<file path="src/rtl/dcache_miss_ctrl.sv">
`default_nettype none
// ============================================================================
// Module   : dcache_miss_ctrl
// Purpose  : 4-way D-cache miss handler: victim pick, writeback, burst refill.
// Revision : 1.0
// ============================================================================
module dcache_miss_ctrl #(
  parameter  int ASSOC_NUM  = 4,
  parameter  int LINE_WORDS = 8,
  parameter  int INDEX_W    = 7,
  localparam int WAY_W      = $clog2(ASSOC_NUM),
  localparam int IDX_W      = $clog2(LINE_WORDS),
  localparam int OFF_W      = IDX_W + 2,
  localparam int TAG_W      = 32 - INDEX_W - OFF_W
) (
  input  logic                       clk,
  input  logic                       resetn,
  input  logic                       req_valid,
  input  logic [31:0]                req_addr,
  input  logic [ASSOC_NUM-1:0]       hit_way,
  input  logic [ASSOC_NUM-1:0]       way_valid,
  input  logic [ASSOC_NUM-1:0]       way_dirty,
  input  logic [ASSOC_NUM*TAG_W-1:0] way_tag,
  input  logic [WAY_W-1:0]           lru,
  output logic [ASSOC_NUM-1:0]       plru_access,
  output logic                       plru_update,
  output logic                       stall,
  output logic [WAY_W-1:0]           victim_way,
  output logic                       wr_req,
  output logic [31:0]                wr_addr,
  input  logic                       wr_rdy,
  output logic                       rd_req,
  output logic [31:0]                rd_addr,
  input  logic                       rd_rdy,
  input  logic                       ret_valid,
  input  logic                       ret_last,
  input  logic [31:0]                ret_data,
  output logic                       refill_we,
  output logic [WAY_W-1:0]           refill_way,
  output logic [IDX_W-1:0]           refill_idx,
  output logic [31:0]                refill_data,
  output logic                       refill_tag_we,
  output logic                       miss_done
);

  localparam logic [2:0] S_IDLE   = 3'd0;
  localparam logic [2:0] S_WB     = 3'd1;
  localparam logic [2:0] S_RREQ   = 3'd2;
  localparam logic [2:0] S_REFILL = 3'd3;
  localparam logic [2:0] S_DONE   = 3'd4;

  logic [2:0]        state_q,  state_d;
  logic [31-OFF_W:0] line_q,   line_d;
  logic [TAG_W-1:0]  tag_q,    tag_d;
  logic [WAY_W-1:0]  victim_q, victim_d;
  logic [IDX_W-1:0]  cnt_q,    cnt_d;

  logic [WAY_W-1:0]  sel_way;
  logic              sel_found;
  logic              sel_dirty;
  logic [TAG_W-1:0]  sel_tag;
  logic              is_hit;
  logic              is_miss;
  logic              unused_addr_lo;

  // Byte/word offset of the lookup address never leaves this block.
  assign unused_addr_lo = ^req_addr[OFF_W-1:0];

  assign is_hit  = req_valid &  (|hit_way);
  assign is_miss = req_valid & ~(|hit_way);

  // Lowest-index invalid way wins; fall back to the PLRU choice.
  always_comb begin
    sel_way   = lru;
    sel_found = 1'b0;
    for (int i = 0; i < ASSOC_NUM; i++) begin
      if (!sel_found && !way_valid[i]) begin
        sel_way   = WAY_W'(i);
        sel_found = 1'b1;
      end
    end
  end

  assign sel_dirty = way_valid[sel_way] & way_dirty[sel_way];
  assign sel_tag   = way_tag[sel_way*TAG_W +: TAG_W];

  always_ff @(posedge clk) begin
    if (!resetn) begin
      state_q  <= S_IDLE;
      line_q   <= '0;
      tag_q    <= '0;
      victim_q <= '0;
      cnt_q    <= '0;
    end else begin
      state_q  <= state_d;
      line_q   <= line_d;
      tag_q    <= tag_d;
      victim_q <= victim_d;
      cnt_q    <= cnt_d;
    end
  end

  always_comb begin
    state_d  = state_q;
    line_d   = line_q;
    tag_d    = tag_q;
    victim_d = victim_q;
    cnt_d    = cnt_q;
    case (state_q)
      S_IDLE: begin
        if (is_miss) begin
          line_d   = req_addr[31:OFF_W];
          tag_d    = sel_tag;
          victim_d = sel_way;
          state_d  = sel_dirty ? S_WB : S_RREQ;
        end
      end
      S_WB: begin
        if (wr_rdy) state_d = S_RREQ;
      end
      S_RREQ: begin
        if (rd_rdy) begin
          state_d = S_REFILL;
          cnt_d   = '0;
        end
      end
      S_REFILL: begin
        if (ret_valid) begin
          cnt_d = cnt_q + IDX_W'(1);
          // Line completion follows the return channel, not the beat count.
          if (ret_last) state_d = S_DONE;
        end
      end
      S_DONE:  state_d = S_IDLE;
      default: state_d = S_IDLE;
    endcase
  end

  always_comb begin
    plru_access   = '0;
    plru_update   = 1'b0;
    wr_req        = 1'b0;
    wr_addr       = '0;
    rd_req        = 1'b0;
    rd_addr       = '0;
    refill_we     = 1'b0;
    refill_way    = '0;
    refill_idx    = '0;
    refill_data   = '0;
    refill_tag_we = 1'b0;
    miss_done     = 1'b0;
    stall         = (state_q != S_IDLE);
    victim_way    = victim_q;
    case (state_q)
      S_IDLE: begin
        if (is_hit) begin
          plru_update = 1'b1;
          plru_access = hit_way;
        end
      end
      S_WB: begin
        wr_req  = 1'b1;
        wr_addr = {tag_q, line_q[INDEX_W-1:0], {OFF_W{1'b0}}};
      end
      S_RREQ: begin
        rd_req  = 1'b1;
        rd_addr = {line_q, {OFF_W{1'b0}}};
      end
      S_REFILL: begin
        if (ret_valid) begin
          refill_we     = 1'b1;
          refill_way    = victim_q;
          refill_idx    = cnt_q;
          refill_data   = ret_data;
          refill_tag_we = ret_last;
        end
      end
      S_DONE: begin
        plru_update = 1'b1;
        plru_access = ASSOC_NUM'(1) << victim_q;
        miss_done   = 1'b1;
      end
      default: ;
    endcase
  end

endmodule
`default_nettype wire

</file>
<file path="config.mk">
export PLATFORM = sky130hd
export DESIGN_NAME = dcache_miss_ctrl
export DESIGN_NICKNAME = d
export VERILOG_FILES = /design/src/rtl/dcache_miss_ctrl.sv
export SDC_FILE = /design/constraint.sdc
export NUM_CORES = 1
export LEC_CHECK = 0
export CELL_PAD_IN_SITES_DETAIL_PLACEMENT = 1
export CELL_PAD_IN_SITES_GLOBAL_PLACEMENT = 2
export CORE_MARGIN = 2
export CORE_UTILIZATION = 18
export CTS_CLUSTER_DIAMETER = 50
export DETAILED_ROUTE_END_ITERATION = 12
export GPL_TIMING_DRIVEN = 0
export PLACE_DENSITY = 0.88
export RECOVER_POWER = 50
export SLEW_MARGIN = 20
export SYNTH_ARGS = -nofsm -noshare
export SYNTH_HDL_FRONTEND = slang
export SYNTH_SLANG_ARGS = --single-unit
</file>
<file path="constraint.sdc">
create_clock -name clk -period 4.3 [get_ports clk]
set_input_delay 0.86 -clock clk [delete_from_list [all_inputs] [get_ports clk]]
set_output_delay 0.86 -clock clk [all_outputs]
set_load 0.01 [all_outputs]
</file>
==> results of run 1 <==
## power by group through the flow
| stage | Combinational (mW) | Sequential, mW | Clock [mW] |
|---|---|---|---|
| after detailed placement | 0.487 | 0.550 | 0 |
| after global placement | 0.484 | 0.548 | 0 |
| after global routing | 0.510 | 0.539 | 0.522 |
| final | 0.463 | 0.537 | 0.480 |
| after CTS | 0.489 | 0.537 | 0.502 |
| after floorplan | 0.206 | 0.544 | 0 |
## area by class of cell
| type | instances | area [um2] |
|---|---|---|
| Buffer | 44 | 253 |
| Clock buffer | 5 | 125 |
| Clock inverter | 3 | 43.8 |
| Fill cell | 2402 | 13400 |
| Inverter | 4 | 15.0 |
| Multi-Input combinational cell | 354 | 2300 |
| Sequential cell | 55 | 1100 |
| Tap cell | 270 | 338 |
| Timing Repair Buffer | 263 | 2630 |
## worst register-to-register path, stage by stage, from the launching register on
cell and delay (ps):
dfxtp_1 390, or3_4 430, nor2_1 590, clkbuf_1 490, nand2_1 100, a21boi_0 190
## cell usage after synthesis, drive strengths merged (2+ instances only)
library cell,count
clkbuf,19
inv,3
or3,2
nand3b,3
o21a,20
nand2,64
and2,93
nor3b,3
nand3,10
a21boi,32
nor2,26
buf,25
dfxtp,55
or2,2
mux2i,41
o21ai,5
a21oi,5
and3,2
nand2b,2
o2bb2ai,20
## sequential cells by signal, indices dropped and copies added, names as in the netlist
register and cells:
line_q 27, tag_q 20, cnt_q 3, state_q 3
victim_way 2
## layer usage
layer	up-vias	global-route usage, %	wire length (um)
met3	14	5.99	1630
li1	2039	-	-
met2	163	24.3	7390
met5	-	0	13
met1	1849	17.2	6740
met4	2	2.07	111
## how the worst max path moves through the flow
| stage | end | cells past startpoint | start |
|---|---|---|---|
| floorplan | refill_data[25] | 4 | ret_valid |
| global placement | wr_addr[14] | 5 | state_q[0] |
| detailed placement | refill_idx[1] | 6 | ret_valid |
| CTS | refill_idx[1] | 6 | ret_valid |
| global route | wr_addr[11] | 5 | state_q[0] |
| finish | refill_idx[1] | 6 | ret_valid |
## cells in the final DEF (no fill, tap or decap), types with 2 or more instances in the layout
cell type,synthesis,final
nor2_1,25,26
or2_1,2,2
and2_1,93,89
and3_1,2,2
buf_6,8,6
nor3b_1,3,3
nand2_1,64,64
nand2b_1,2,2
o21ai_0,4,5
nand3b_1,3,3
mux2i_1,41,41
conb_1,1,10
nand3_1,10,10
clkbuf_16,0,5
dfxtp_1,55,55
a21boi_0,22,31
clkdlybuf4s50_1,0,241
clkbuf_1,18,25
a21oi_1,5,5
dlygate4sd3_1,0,21
o2bb2ai_1,10,12
and2_0,0,4
buf_2,7,4
buf_4,10,10
o2bb2ai_2,10,8
o21a_1,20,20
inv_1,3,3
## kinds of logic after synthesis
kind of cell               after synthesis  share of synthesized area [%]
AOI/OAI and AO/OA                       87                           19.7
xor gates and xnor gates                 1                          0.238
adders and majority gates                1                          0.340
buffers and inverters                   48                           7.82
DFF                                     55                           29.9
muxes                                   42                           11.5
other                                    1                          0.102
and+or+nand+nor                        213                           30.5
==> flow_summary.yaml, run 1 <==
outcome:
  status: "finished clean"
power_and_ir_drop:
  power_frac_comb_pct: 31.3
  ir_worst_vdd_v: 0.000158
  pwr_density_cell_mw_per_mm2: 217
  switching_share_pct: 28.6
  p_seq_share_pct: 36.3
  power.internal_mw: 1.06
  p_leak_nw: 2.63
  p_clk_share_pct: 32.4
  switching_power_uw: 423
  finalPower_mw: 1.48
floorplan:
  fp-row-count: 52
  ios: 279
  start_util_pct: 18.2
  coreArea_mm2: 0.0202
  fp.dieArea_mm2: 0.0216
  fp.dieW_um: 147
  dieHeight_um: 147
clock_tree:
  clockBufferDepth: 2
  cts_tree: "done"
  htree_num_levels: 2
  cts_hold_buffers: 0
  cts.sinks: 55
  numCtsBuffers: 5
  clk_pin_slew_ps: 70
  cts_setup_buffers: 0
  root_buffer: "clkbuf_16"
  cts_resized: 0
  clock_latency_ps: 300
yosys:
  yosys.area.top_type: "dfxtp_1"
  synthTopCellsByArea: "dfxtp_1 (30%), and2_1 (16%), mux2i_1 (11%), nand2_1 (6.5%), a21boi_0 (4.5%)"
  ys_warn_count: 0
  synth-seq-cells: 55
  synth_top_area_share_pct: 29.9
  syn_avg_cell_area_um2: 8.21
  synthFlopType: "dfxtp_1"
  seq_area_frac_synth_pct: 29.9
  async_flop_share_pct: 0
  synth_edf_count: 0
  syn_inst: 448
  synth_area_mm2: 0.00368
  synthDistinctLibCells: 44
layout:
  fin_area_mm2: 0.00681
  utilization_pct: 33.7
  area_growth_pct: 84.9
  final_nets: 893
  final_cells: 998
  antenna_cells: 0
  final_layout_size_suffix_gt1_share_pct: 5.36
timing:
  fin_setup_tns_ps: 0
  holdWs_ps: 452
  finalHoldViolCount: 0
  rsz0062_at_grt: "false"
  drv_slew: 0
  setup_viol: 0
  period_needed_ps: 3650
  tightest_slew_ps: 820
  skew_ps: 8.84
  relSlewSlack_pct: 45.4
  max_freq_mhz: 274
  layout_setup_ws_ps: 650
  period_share_pct: 84.9
min_path:
  min_to: "line_q[11]"
  hold_class: "flop to flop"
  hp-start: "line_q[11]"
  holdPathStages: 2
detailed_routing:
  drt-initial-drc-count: 77
  wl_per_cell_um: 15.9
  vias: 4067
  drt-total-wl_mm: 15.9
  drc_errors: 0
  viasPerCell: 4.08
  first_pass_iters: 4
  postRouteAntennaNets: 0
place:
  place_ws_ps: 725
  postPlaceCellArea_mm2: 0.00669
  port_buffers: 262
  gp_congestion: 0.719
  place_hpwl_mm: 12.9
  dp.cells: 990
setup_path:
  critical_path.startpoint_type: "primary input"
  crit_type: "primary input to output port"
  worstPathMaxFanout: 10
  reg2regPathDepth: 5
  arrival_ps: 2790
  required_ps: 3440
  slowest_delay_ps: 550
  path_cells: "dlygate4sd3_1, nand3_1, inv_1, clkbuf_1, and2_1, clkdlybuf4s50_1"
  slowest_stage: "dlygate4sd3_1"
  crit_family: "buffers and inverters"
  r2r-end: "line_q[6]"
  cp-end-kind: "output port"
  worst-path-buf-inv: 4
  r2r_slack_ps: 2050
  worstReg2RegStart: "state_q[1]"
global_routing:
  overflow: 0
  grtUsageTotal_pct: 14.3
  grt_max_degree: 18
  grt_pass1_wl_mm: 24.2
  antenna_found_initial: 2
  first_global_vias: 4194
flow_run:
  drv_cap: 0
(Power assumes the default switching activity.)
==> inputs of run 2 (changes only) <==
--- a/config.mk
+++ b/config.mk
@@ -8,11 +8,11 @@
 export CELL_PAD_IN_SITES_DETAIL_PLACEMENT = 1
 export CELL_PAD_IN_SITES_GLOBAL_PLACEMENT = 2
 export CORE_MARGIN = 2
-export CORE_UTILIZATION = 18
+export CORE_UTILIZATION = 17
 export CTS_CLUSTER_DIAMETER = 50
 export DETAILED_ROUTE_END_ITERATION = 12
 export GPL_TIMING_DRIVEN = 0
-export PLACE_DENSITY = 0.88
+export PLACE_DENSITY = 0.84
 export RECOVER_POWER = 50
 export SLEW_MARGIN = 20
 export SYNTH_ARGS = -nofsm -noshare
==> constraint.sdc (replaced) <==
create_clock -name clk -period 3.7 [get_ports clk]
set_input_delay 0.74 -clock clk [delete_from_list [all_inputs] [get_ports clk]]
set_output_delay 0.74 -clock clk [all_outputs]
set_load 0.01 [all_outputs]
==> run 2 against run 1 <==
  * Die area is 5.7% higher
  * Clock power rose by 5.2%
  * Global-route usage down 0.90 points
  * Count of clock-buffer cells in the layout is the same
  * Clock skew grew 2.2 ps
  * Flip-flop and latch count unchanged
  * Via count rose by 1.0%
  * Register-to-register slack got worse by 590 ps
  * Worst setup slack got worse by 370 ps
  * Core utilization fell by 1.6 points
  * Non-clock buffer count unchanged
  * First-iteration DRC count down 21%
  * Critical path type unchanged
==> flow_summary.yaml, run 2 (synthesis gave the netlist of run 1 again) <==
floorplan:
  dieHeight_um: 151
  fp.dieW_um: 151
  fp-row-count: 53
  ios: 279
  fp.dieArea_mm2: 0.0228
  coreArea_mm2: 0.0212
  start_util_pct: 17.4
global_routing:
  grt_pass1_wl_mm: 23.4
  grtUsageTotal_pct: 13.4
  grt_max_degree: 19
  overflow: 0
  first_global_vias: 4181
  antenna_found_initial: 0
clock_tree:
  cts_tree: "done"
  root_buffer: "clkbuf_16"
  numCtsBuffers: 5
  cts_resized: 0
  clockBufferDepth: 2
  cts_hold_buffers: 0
  clock_latency_ps: 310
  htree_num_levels: 2
  cts.sinks: 55
  clk_pin_slew_ps: 70
  cts_setup_buffers: 0
min_path:
  hold_class: "flop to flop"
outcome:
  status: "finished clean"
timing:
  holdWs_ps: 448
  skew_ps: 11.0
  fin_setup_tns_ps: 0
  tightest_slew_ps: 886
  relSlewSlack_pct: 41.0
  period_needed_ps: 3420
  setup_viol: 0
  max_freq_mhz: 293
  drv_slew: 0
  period_share_pct: 92.3
  rsz0062_at_grt: "false"
  finalHoldViolCount: 0
layout:
  regMostFlops: "line_q"
  final_nets: 893
  utilization_pct: 32.1
  final_common_cell: "clkdlybuf4s50_1"
  final_layout_size_suffix_gt1_share_pct: 5.49
  final_cell_mix: "clkdlybuf4s50_1 (242), and2_1 (87), nand2_1 (64), dfxtp_1 (55), mux2i_1 (41)"
  area_growth_pct: 84.6
  antenna_cells: 0
  fin_area_mm2: 0.00679
  largest_reg_flops: 27
  reg.largest.list: "line_q x27, tag_q x20"
setup_path:
  arrival_ps: 2680
  worstPathMaxFanout: 3
  critical_path.startpoint_type: "primary input"
  required_ps: 2960
  cp-end-kind: "output port"
  crit_type: "primary input to output port"
place:
  gp_congestion: 0.681
  port_buffers: 262
  place_hpwl_mm: 13.4
  postPlaceCellArea_mm2: 0.00669
detailed_routing:
  drc_errors: 0
  vias: 4108
  wl_per_cell_um: 16.3
  drt-total-wl_mm: 16.3
  viasPerCell: 4.10
  first_pass_iters: 4
  postRouteAntennaNets: 0
  drt-initial-drc-count: 61
flow_run:
  drv_cap: 0
power_and_ir_drop:
  p_leak_nw: 2.62
  pwr_density_cell_mw_per_mm2: 246
  finalPower_mw: 1.67
  ir_worst_vdd_v: 0.000159
[run 2: path summary, 6_finish.rpt]
kind	endpoint	slack, ps	depth (start not counted)	from
setup / recovery	plru_update	280	5	hit_way[0]
hold / removal	line_q[11]	450	2	line_q[11]
setup reg to reg	line_q[5]	1460	5	state_q[1]
hold reg to reg	line_q[11]	450	2	line_q[11]
[run 2: per-layer routing]
metal | vias up | global-route usage (%) | share of wire [%]
met5 | - | 0 | 0
li1 | 2041 | - | -
met1 | 1895 | 15.6 | 41
met4 | 0 | 2.01 | 0.55
met2 | 164 | 23.5 | 48
met3 | 8 | 5.30 | 11
[run 2: through the flow]
stage | std cells | worst slack [ps]
after floorplan | 457 | 1470
after global placement | 994 | -64.4
after detailed placement | 995 | 332
after CTS | 1003 | 183
after global routing | 1003 | 59.8
final | 1003 | 284
[run 2: cell type report]
type | instances | area (um2)
timing repair buffer | 263 | 2630
fill | 2486 | 14400
sequential | 55 | 1100
clock buffer | 5 | 125
multi-input combinational | 354 | 2300
buffer | 44 | 254
tap | 275 | 344
clock inverter | 3 | 23.8
inverter | 4 | 15.0
[run 2: report_power, final]
group | switching, mW | internal, mW
logic | 0.240 | 0.300
registers | 0.0174 | 0.608
clock network | 0.250 | 0.255
[run 2: critical path: stages]
cell	delay, ps
dlygate4sd3_1	570
nor4_1	500
nand2b_1	170
a21oi_1	60
dlygate4sd3_1	630
